File: src/rtl/bpf_defs_pkg.sv
// -----------------------------------------------------------------------------
// bpf_defs
//   Constants shared across the bpfcpu pipeline stages.
//   CODE_ADDR_WIDTH : instruction memory address width (PC width)
//   INSTR_WIDTH     : width of one instruction word
//   COUNT_WIDTH     : width of the per-instruction age count
//   FETCH_DEPTH     : number of fetched instructions the fetch stage can hold
// -----------------------------------------------------------------------------
package bpf_defs;

   localparam int CODE_ADDR_WIDTH = 10;
   localparam int INSTR_WIDTH     = 64;
   localparam int COUNT_WIDTH     = 6;
   localparam int FETCH_DEPTH     = 2;

endpackage

File: src/rtl/stage0_fetch_buf.sv
// -----------------------------------------------------------------------------
// fetch_buf
//   Generic 2-deep FIFO whose entries carry a payload plus a saturating age
//   counter. Every held entry ages on cycles i_cnt_en is high. A pop and a push
//   in the same cycle are both honoured. i_flush empties the FIFO and wins over
//   a simultaneous push.
//
// Ports
//   clk          in   clock
//   rst          in   synchronous, active-high reset
//   i_flush      in   discard all held entries
//   i_push       in   write i_push_data/i_push_cnt at the tail
//   i_push_data  in   payload to store
//   i_push_cnt   in   age count to store with the payload
//   i_pop        in   remove the head entry (ignored when empty)
//   i_cnt_en     in   age every held entry by one this cycle
//   o_head_data  out  head payload (zero when empty)
//   o_head_cnt   out  head age count (zero when empty)
//   o_vld        out  FIFO holds at least one entry
//   o_occupancy  out  number of held entries (0..2)
// -----------------------------------------------------------------------------
module fetch_buf
   import bpf_defs::*;
#(
   parameter int DATA_WIDTH  = bpf_defs::CODE_ADDR_WIDTH + bpf_defs::INSTR_WIDTH,
   parameter int COUNT_WIDTH = bpf_defs::COUNT_WIDTH
) (
   input  logic                   clk,
   input  logic                   rst,
   input  logic                   i_flush,
   input  logic                   i_push,
   input  logic [DATA_WIDTH-1:0]  i_push_data,
   input  logic [COUNT_WIDTH-1:0] i_push_cnt,
   input  logic                   i_pop,
   input  logic                   i_cnt_en,
   output logic [DATA_WIDTH-1:0]  o_head_data,
   output logic [COUNT_WIDTH-1:0] o_head_cnt,
   output logic                   o_vld,
   output logic [1:0]             o_occupancy
);

   localparam logic [COUNT_WIDTH-1:0] CNT_MAX = '1;

   // Slot 0 is always the head; a pop shifts slot 1 down.
   logic [DATA_WIDTH-1:0]  r_data     [FETCH_DEPTH];
   logic [COUNT_WIDTH-1:0] r_cnt      [FETCH_DEPTH];
   logic [1:0]             r_occ;

   logic [DATA_WIDTH-1:0]  w_data_nxt [FETCH_DEPTH];
   logic [COUNT_WIDTH-1:0] w_cnt_nxt  [FETCH_DEPTH];
   logic [COUNT_WIDTH-1:0] w_cnt_aged [FETCH_DEPTH];
   logic [1:0]             w_occ_nxt;
   logic                   w_pop;

   always_comb begin
      // NOTE: combinational logic uses blocking assignments, and every signal
      // gets its default value first so no path through the block leaves it
      // unassigned (which would infer a latch).
      w_pop = i_pop && (r_occ != 2'd0);
      for (int i = 0; i < FETCH_DEPTH; i++) begin
         w_cnt_aged[i] = (i_cnt_en && (r_cnt[i] != CNT_MAX)) ?
                         r_cnt[i] + COUNT_WIDTH'(1) : r_cnt[i];
      end
      w_data_nxt = r_data;
      w_cnt_nxt  = w_cnt_aged;
      w_occ_nxt  = r_occ;

      if (w_pop) begin
         w_data_nxt[0] = r_data[1];
         w_cnt_nxt[0]  = w_cnt_aged[1];
         w_occ_nxt     = r_occ - 2'd1;
      end

      // The push lands behind whatever survives the pop.
      if (i_push && (w_occ_nxt != 2'd2)) begin
         if (w_occ_nxt == 2'd0) begin
            w_data_nxt[0] = i_push_data;
            w_cnt_nxt[0]  = i_push_cnt;
         end else begin
            w_data_nxt[1] = i_push_data;
            w_cnt_nxt[1]  = i_push_cnt;
         end
         w_occ_nxt = w_occ_nxt + 2'd1;
      end

      if (i_flush) begin
         w_occ_nxt = 2'd0;
      end
   end

   // NOTE: state registers use non-blocking assignments so every flop samples
   // the values from before the edge, independent of statement order.
   always_ff @(posedge clk) begin
      if (rst) begin
         r_occ <= 2'd0;
      end else begin
         r_occ <= w_occ_nxt;
      end
   end

   // NOTE: the slot storage is deliberately not reset; r_occ alone decides
   // which slots are meaningful, and empty slots are masked at the outputs.
   always_ff @(posedge clk) begin
      r_data <= w_data_nxt;
      r_cnt  <= w_cnt_nxt;
   end

   assign o_vld       = (r_occ != 2'd0);
   assign o_head_data = o_vld ? r_data[0] : '0;
   assign o_head_cnt  = o_vld ? r_cnt[0]  : '0;
   assign o_occupancy = r_occ;

endmodule

File: src/rtl/stage0.sv
// -----------------------------------------------------------------------------
// stage0
//   Fetch stage of the bpfcpu pipeline. Owns the PC, issues reads to a
//   1-cycle-latency instruction memory, buffers up to two returned
//   instructions with their age counts and hands them to decode over a
//   valid/ready handshake. A branch mispredict flushes everything held or in
//   flight and redirects the PC.
//
// Ports
//   clk                in   clock
//   rst                in   synchronous, active-high reset
//   cpu_en             in   fetch permitted; low freezes PC, no new reads
//   inst_rd_addr       out  instruction memory read address (= PC)
//   inst_rd_en         out  instruction memory read strobe
//   instr_in           in   read data, valid the cycle after inst_rd_en
//   branch_mispredict  in   flush and redirect
//   branch_target      in   corrected PC, used when branch_mispredict is high
//   cnt_en             in   age counters advance on cycles this is high
//   instr_out          out  instruction to decode
//   PC_out             out  address instr_out was fetched from
//   ocount             out  age of instr_out
//   vld                out  instr_out valid
//   next_rdy           in   decode ready
// -----------------------------------------------------------------------------
module stage0
   import bpf_defs::*;
#(
   parameter int CODE_ADDR_WIDTH = bpf_defs::CODE_ADDR_WIDTH,
   parameter int COUNT_WIDTH     = bpf_defs::COUNT_WIDTH
) (
   input  logic                       clk,
   input  logic                       rst,
   input  logic                       cpu_en,
   output logic [CODE_ADDR_WIDTH-1:0] inst_rd_addr,
   output logic                       inst_rd_en,
   input  logic [INSTR_WIDTH-1:0]     instr_in,
   input  logic                       branch_mispredict,
   input  logic [CODE_ADDR_WIDTH-1:0] branch_target,
   input  logic                       cnt_en,
   output logic [INSTR_WIDTH-1:0]     instr_out,
   output logic [CODE_ADDR_WIDTH-1:0] PC_out,
   output logic [COUNT_WIDTH-1:0]     ocount,
   output logic                       vld,
   input  logic                       next_rdy
);

   localparam int                     DATA_WIDTH = CODE_ADDR_WIDTH + INSTR_WIDTH;
   localparam logic [COUNT_WIDTH-1:0] CNT_MAX    = '1;

   logic [CODE_ADDR_WIDTH-1:0] r_pc;
   logic                       r_inflight;
   logic [CODE_ADDR_WIDTH-1:0] r_if_pc;
   logic [COUNT_WIDTH-1:0]     r_if_cnt;

   logic                       w_pop;
   logic                       w_push;
   logic                       w_rd_en;
   logic [1:0]                 w_occ;
   logic [2:0]                 w_committed;
   logic [COUNT_WIDTH-1:0]     w_if_cnt_aged;
   logic [DATA_WIDTH-1:0]      w_head_data;
   logic [COUNT_WIDTH-1:0]     w_head_cnt;
   logic                       w_vld;

   assign w_pop = w_vld && next_rdy;

   // Memory latency is exactly one cycle, so an in-flight read is always the
   // one whose data arrives this cycle. Suppressing its capture on a
   // mispredict is therefore all the discard marking that is needed.
   assign w_push = r_inflight && !branch_mispredict;

   // The in-flight read ages during its one cycle in flight, so it is stored
   // with that cycle's increment already applied.
   assign w_if_cnt_aged = (cnt_en && (r_if_cnt != CNT_MAX)) ?
                          r_if_cnt + COUNT_WIDTH'(1) : r_if_cnt;

   // Credit: slots still spoken for after this cycle's pop, counting the read
   // whose data lands now. A new read needs one free slot on top of those.
   always_comb begin
      w_committed = {1'b0, w_occ} - {2'b00, w_pop} + {2'b00, r_inflight};
      w_rd_en     = cpu_en && !rst && !branch_mispredict && (w_committed <= 3'd1);
   end

   always_ff @(posedge clk) begin
      if (rst) begin
         r_pc       <= '0;
         r_inflight <= 1'b0;
         r_if_pc    <= '0;
         r_if_cnt   <= '0;
      end else if (branch_mispredict) begin
         r_pc       <= branch_target;
         r_inflight <= 1'b0;
      end else begin
         r_inflight <= w_rd_en;
         if (w_rd_en) begin
            r_pc     <= r_pc + CODE_ADDR_WIDTH'(1);
            r_if_pc  <= r_pc;
            r_if_cnt <= '0;
         end
      end
   end

   fetch_buf #(
      .DATA_WIDTH  (DATA_WIDTH),
      .COUNT_WIDTH (COUNT_WIDTH)
   ) u_fetch_buf (
      .clk         (clk),
      .rst         (rst),
      .i_flush     (branch_mispredict),
      .i_push      (w_push),
      .i_push_data ({r_if_pc, instr_in}),
      .i_push_cnt  (w_if_cnt_aged),
      .i_pop       (w_pop),
      .i_cnt_en    (cnt_en),
      .o_head_data (w_head_data),
      .o_head_cnt  (w_head_cnt),
      .o_vld       (w_vld),
      .o_occupancy (w_occ)
   );

   assign inst_rd_addr = r_pc;
   assign inst_rd_en   = w_rd_en;
   assign vld          = w_vld;
   assign instr_out    = w_head_data[INSTR_WIDTH-1:0];
   assign PC_out       = w_head_data[DATA_WIDTH-1 -: CODE_ADDR_WIDTH];
   assign ocount       = w_head_cnt;

endmodule

File: config.mk
export PLATFORM = sky130hd
export DESIGN_NAME = stage0
export DESIGN_NICKNAME = d
export VERILOG_FILES = /design/src/rtl/bpf_defs_pkg.sv /design/src/rtl/stage0_fetch_buf.sv /design/src/rtl/stage0.sv
export SDC_FILE = /design/constraint.sdc
export NUM_CORES = 1
export LEC_CHECK = 0
export ABC_CLOCK_PERIOD_IN_PS = 6100
export BUFFER_PORTS_ARGS = -buffer_cell sky130_fd_sc_hd__buf_2
export CAP_MARGIN = 30
export CORE_ASPECT_RATIO = 1.4
export CORE_UTILIZATION = 30
export DETAILED_ROUTE_END_ITERATION = 8
export GPL_ROUTABILITY_DRIVEN = 0
export SKIP_LAST_GASP = 1
export SYNTH_ARGS = -nofsm -noshare
export SYNTH_HDL_FRONTEND = slang
export SYNTH_SLANG_ARGS = --single-unit
File: constraint.sdc
create_clock -name clk -period 6.1 [get_ports clk]
set_clock_uncertainty 0.2 [all_clocks]
set_input_delay 0.61 -clock clk [delete_from_list [all_inputs] [get_ports clk]]
set_output_delay 0.61 -clock clk [all_outputs]
set_load 0.02 [all_outputs]
Word-level counts from Yosys, hierarchy flattened
Index checks and enable logic that the tools add are counted.
{"block": "totals", "in_bits": 80, "wordCells": 55, "register_bits": 183}
{"block": "classes", "bitwise_logic": 2, "n_reduce_logical": 17, "n_addsub": 7, "magnitude_cmp": 1, "muxes": 17, "n_eq_ne": 3}
{"op": "74-bit 2-to-1 mux", "count": 4}
{"op": "148-bit 2-to-1 mux", "count": 1}
{"op": "6-bit 2-to-1 mux", "count": 6}
{"op": "10-bit 2-to-1 mux", "count": 2}
{"op": "6-bit by 1-bit adder with 6-bit output (second input constant)", "count": 2}
{"op": "12-bit 2-to-1 mux", "count": 1}
{"op": "6-bit != test (second input constant)", "count": 2}
{"op": "10-bit by 1-bit adder with 10-bit output (second input constant)", "count": 1}
{"op": "1-bit logical AND", "count": 9}
{"op": "2-bit 2-to-1 mux", "count": 2}
{"op": "2-bit AND reduction", "count": 2}
{"op": "2-bit nonzero test", "count": 2}
{"op": "3-bit by 1-bit adder with 3-bit output", "count": 1}
{"op": "3-bit by 1-bit less-or-equal comparator with 1-bit output (second input constant)", "count": 1}
{"op": "2-bit by 1-bit subtractor with 3-bit output", "count": 1}
{"op": "2-bit by 1-bit adder with 2-bit output (second input constant)", "count": 1}
{"op": "1-bit zero test", "count": 2}
{"op": "2-bit zero test", "count": 1}
{"op": "2-bit != test (second input constant)", "count": 1}
{"op": "1-bit inverter", "count": 2}
{"op": "2-bit OR reduction", "count": 1}
{"op": "2-bit by 1-bit subtractor with 2-bit output (second input constant)", "count": 1}
{"op": "1-bit 2-to-1 mux", "count": 1}

Logic depth before layout (Yosys ltp)
{"block": "depth", "ltp_word": 8, "mapped_depth": 17, "ltp_nobuf": 14}

Cells and area by module
From an unflattened synthesis, not the netlist that was laid out.
{"block": "unflattened", "cells_unflattened": 802, "hier_area_um2": 7629.8}
{"module": "fetch_buf", "area_per_inst_um2": 6581.3, "cells_per_inst": 673, "n_inst": 1}
{"module": "stage0", "area_per_inst_um2": 1048.5, "cells_per_inst": 129, "n_inst": 1}

Worst setup path before layout
Ideal clock, no wire load.
{"block": "synth_timing", "path_type": "register to register", "start": "register u_fetch_buf.r_occ[1] (netlist: u_fetch_buf.o_occupancy[1])", "end": "register u_fetch_buf.r_data[0] (netlist bit) (enable)", "path_slack_ns": 1.157, "setup_ns": 0.506, "synth_period_minus_slack_ns": 4.943, "arrival_time_ns": 4.236, "required_ns": 5.394, "stages_incl_launch_ff": 8, "path_cell_list": "dfxtp_1 > inv_1 > ha_1 > buf_6 > nand2b_1 > inv_1 > xnor2_1 > nor2_1"}
{"block": "synth_between", "elab_chain_cells": 7, "elab_cells_between_ends": 10, "cone_classes": "1 x add/sub; 1 x eq/ne; 1 x mux; 1 x bitwise; 6 x reduce/logical"}
{"item": "start, declared", "line_no": "stage0_fetch_buf.sv:47", "rtl": "logic [1:0] r_occ;"}
{"item": "start signal, assigned", "line_no": "stage0_fetch_buf.sv:97", "rtl": "r_occ <= w_occ_nxt;"}
{"item": "parallel branches: the longest is 3 deep, another holds 2-bit by 1-bit subtractor with 2-bit output"}
{"item": "2-bit 2-to-1 mux (*)", "line_no": "stage0_fetch_buf.sv:68", "rtl": "if (w_pop) begin"}
{"item": "2-bit != test or 2-bit zero test (tied branches)", "line_no": "stage0_fetch_buf.sv:75, stage0_fetch_buf.sv:76"}
{"item": "1-bit logical AND or 1-bit inverter (tied branches)"}
{"item": "2-bit AND reduction (no line) (*)"}
{"item": "end signal, assigned", "line_no": "stage0_fetch_buf.sv:104", "rtl": "r_data <= w_data_nxt;"}
{"item": "end, declared", "line_no": "stage0_fetch_buf.sv:45", "rtl": "logic [DATA_WIDTH-1:0] r_data [FETCH_DEPTH];"}
Mark *: on every way between the ends.
A chain may end at the register's enable or synchronous reset.

Final worst setup path
{"block": "layout_timing", "start": "register u_fetch_buf.r_occ[1] (netlist: u_fetch_buf.o_occupancy[1])", "end": "output port inst_rd_en"}
{"block": "layout_between", "elab_chain_cells": 6}
{"item": "2-bit nonzero test", "line_no": "stage0_fetch_buf.sv:108", "rtl": "assign o_vld = (r_occ != 2'd0);"}
{"item": "1-bit logical AND", "line_no": "stage0.sv:65", "rtl": "assign w_pop = w_vld && next_rdy;"}
{"item": "2-bit by 1-bit subtractor with 3-bit output (*)", "line_no": "stage0.sv:80", "rtl": "w_committed = {1'b0, w_occ} - {2'b00, w_pop} + {2'b00, r_inflight};"}
{"item": "3-bit by 1-bit adder with 3-bit output (*)", "line_no": "stage0.sv:80"}
{"item": "3-bit by 1-bit less-or-equal comparator with 1-bit output (*)", "line_no": "stage0.sv:81", "rtl": "w_rd_en = cpu_en && !rst && !branch_mispredict && (w_committed <= 3'd1);"}
{"item": "1-bit logical AND (*)", "line_no": "stage0.sv:81"}
{"item": "end, declared", "line_no": "stage0.sv:35", "rtl": "output logic inst_rd_en,"}
Every way passes the cells marked *; elsewhere a longest branch is shown, timed or not.

==> summary.md <==
| Metric | Value |
|---|---|
| Outcome | finished, final reports clean |
| GRT met2 Usage | 23.2% |
| Clk root buf | clkbuf_16 |
| WL per Instance | 14.3 microns |
| Critical path class | reg2out |
| Total GRT Usage | 13.2% |
| Hpwl dp | 11200 microns |
| Most Crowded Layer GR | met2 |
| Dpl ws | 1.42 ns |
| Rel. slew slack | 38.0% |
| Static leakage | 3.48 nW |
| Vias | 5471 |
| Non-Filler Instances | 1194 |
| Die Y-Extent | 191 microns |
| Via-per-instance ratio | 4.58 |
| Clk slew on worst S/H paths | 0.07 ns |
| Share of cells above drive strength 1 | 24.9% |
| Vias in the first global route | 5195 |
| Post-synthesis cell type count | 49 |
| DR DRC count | 0 |
| Avg Cell Area, Syn | 10.7 sq um |
| Seq pwr share | 51.2% |
| Area delta synth->final | 21.9% |
| Critical path fanouts, max | 35 |
| Final setup TNS | 0 ns |
| # nets final | 955 |
| Most common library cells after synthesis | nand2_1 (113), dfxtp_1 (109), nor2b_1 (85), o21ai_0 (82), mux2i_1 (76) |
| Unrepaired setup endpoints after global routing | false |
| Final min period | 5.04 ns |
| Leading area contributor after synthesis | edfxtp_1 |
| CTS resizes | 0 |
| Psw | 852 uW |
| H-tree Lvls | 4 |
| Simple-gate share of the synthesized area | 16.4% |
| Max Clk Rate | 0.198 GHz |
| Die width | 137 microns |
| Final setup violation count | 0 |
| PwrDens | 347 nW/um^2 |
| Yosys top cell area share | 29.0% |
| Mux contribution to synthesized area | 10.4% |
| Post-synth EDFFs | 74 |
| Hold Crit Class | in2reg |
| Most frequent cell after synthesis | nand2_1 |
| IO buf count | 171 |
| Clk buf depth | 2 |
| Grt ovf | 0 |
| Post-Synth XOR/XNOR Area | 0.457% |
| CTS buffer count | 17 |
| Final worst path period share | 82.6% |
| Clk sinks | 183 |
| Met1 usage in global routing | 14.9% |
| Clock share of power | 32.9% |
| Top cells by area, synth | edfxtp_1 (29%), dfxtp_1 (28%), mux2i_1 (9.9%) |
| Post-Synth Adder-Cell Area | 1.57% |
| Switching Share | 26.3% |
| Combinational power share | 15.9% |
| Starting Density | 30.9% |
| Worst setup margin | 1.06 ns |
| First-pass GRT wire length | 26500 microns |
| Placed Cells incl. Taps | 1162 |
| Yosys warns | 0 |
| WP data required | 5.29 ns |
| # diodes | 0 |
| Register bit total from synthesis | 183 |
| Antenna-violating nets left | 0 |
| Slew @ Worst Pin | 0.929 ns |
| CP arrival | 4.23 ns |
| DRT Wirelength | 17100 microns |
| Hold Buf Count CTS | 0 |
| IO Pins | 172 |
| Main combinational cell family by area after synthesis | simple AND/OR/NAND/NOR gates |
| Syn Std Cell Area | 7660 sq um |
| Ys async rst share | 0% |
| Drt pass-1 iters | 4 |
| Die ar. | 26200 sq um |
| Core Area | 24800 sq um |
| TritonCTS clock tree | yes |
| Post CTS Setup Buffer Count | 0 |
| Element type at the critical path start | flip-flop |
| Initial antenna violation count | 0 |
| Slew Viols, Final | 0 |
| Register area share after synthesis | 57.5% |
| Largest net degree at the start of global routing | 82 |
| Max capacitance violation total | 0 |
| Routing usage on met3 | 3.66% |
| Clock latency at the later pin of the worst-skew pair | 0.43 ns |
| Final Hold Viols | 0 |
| Filler cells | 2512 |
| Post-Synthesis Cells | 714 |
| Syn nets | 803 |
| Dominant synthesized flop cell | dfxtp_1 |
| Internal | 2.39 mW |
| VDD IR-drop max | 194 uV |
| Row count | 68 |
| Synth Area in Compound Gates | 9.79% |
| Initial drt markers | 266 |
| Crit end category | output port |
[per-layer routing]
metal,vias up,wire length [microns],share of wire [%]
met5,-,0,0
met3,18,805,4.7
li1,2804,-,-
met1,2548,7330,43
met4,0,259,1.5
met2,101,8690,51
[worst max-delay path, stage by stage, from the launching register on]
cell and delay (ns):
dfxtp_1 0.41, inv_1 0.10, ha_4 0.16, nand2b_1 0.35, inv_4 0.55, ha_1 0.34, inv_1 0.05, ha_1 0.12
inv_1 0.04, fa_1 0.37, xnor2_1 0.38, nand2_1 0.39, inv_2 0.31, buf_2 0.21
[power groups by stage]
stage | Combinational [mW] | Sequential [mW] | Clock, mW
floorplan | 0.407 | 1.65 | 0
global placement | 0.510 | 1.68 | 0
detailed placement | 0.523 | 1.69 | 0
CTS | 0.524 | 1.66 | 1.11
global route | 0.583 | 1.69 | 1.15
finish | 0.515 | 1.66 | 1.07
[cell usage in the layout, fill, tap and decap left out, types with 6 or more instances in the layout]
master and n:
nand3_1 7, buf_2 171, nor2b_1 85, clkbuf_16 19, dfxtp_1 109, mux2i_1 76
ha_1 7, nor2_1 8, edfxtp_1 74, nand4_1 6, o21ai_0 82, a31oi_1 7
nand2_1 113, inv_1 13, a21oi_1 21
[layout make-up]
class / instances / area (sq um) / share of cell area (%)
well taps: 315 / 394 / 4.22
repair buffers: 177 / 926 / 9.91
clock inverters: 9 / 61.3 / 0.656
flip-flops and latches: 183 / 4400 / 47.1
inverters: 15 / 58.8 / 0.629
multi-input cells: 472 / 2980 / 31.9
clock buffers: 23 / 520 / 5.57
[registers in the layout, indices dropped and copies added (netlist names)]
name,flops
u_fetch_buf.r_data,148
inst_rd_addr,10
u_fetch_buf.r_cnt,12
u_fetch_buf.o_occupancy,2
r_inflight,1
r_if_pc,10
[through the flow]
stage	area [sq um]	hold WS [ns]	power [mW]	utilization (%)
after floorplan	7660	0.230	2.05	-
after global placement	8740	0.239	2.19	35.2
after detailed placement	8760	0.240	2.21	35.3
after CTS	9350	0.145	3.29	37.6
after global routing	9350	0.145	3.43	37.6
final	9350	0.172	3.24	37.6
[cell families after synthesis]
logic type / Yosys count
mux: 79
simple gates: 247
fa+ha+maj: 9
buf+inv: 59
xor+xnor: 4
flops: 183
compound gates: 133
[worst paths after layout]
kind              cells after the start                       to  slack, ns                       start
hold / removal                        1   u_fetch_buf.r_data[17]       0.17                instr_in[17]
hold reg to reg                       0   u_fetch_buf.r_data[71]       0.26                  r_if_pc[7]
setup reg to reg                      9  u_fetch_buf.r_data[116]       1.94  u_fetch_buf.o_occupancy[1]
setup / recovery                     13               inst_rd_en       1.06  u_fetch_buf.o_occupancy[1]
No activity file was read; power rests on OpenSTA's default activity.
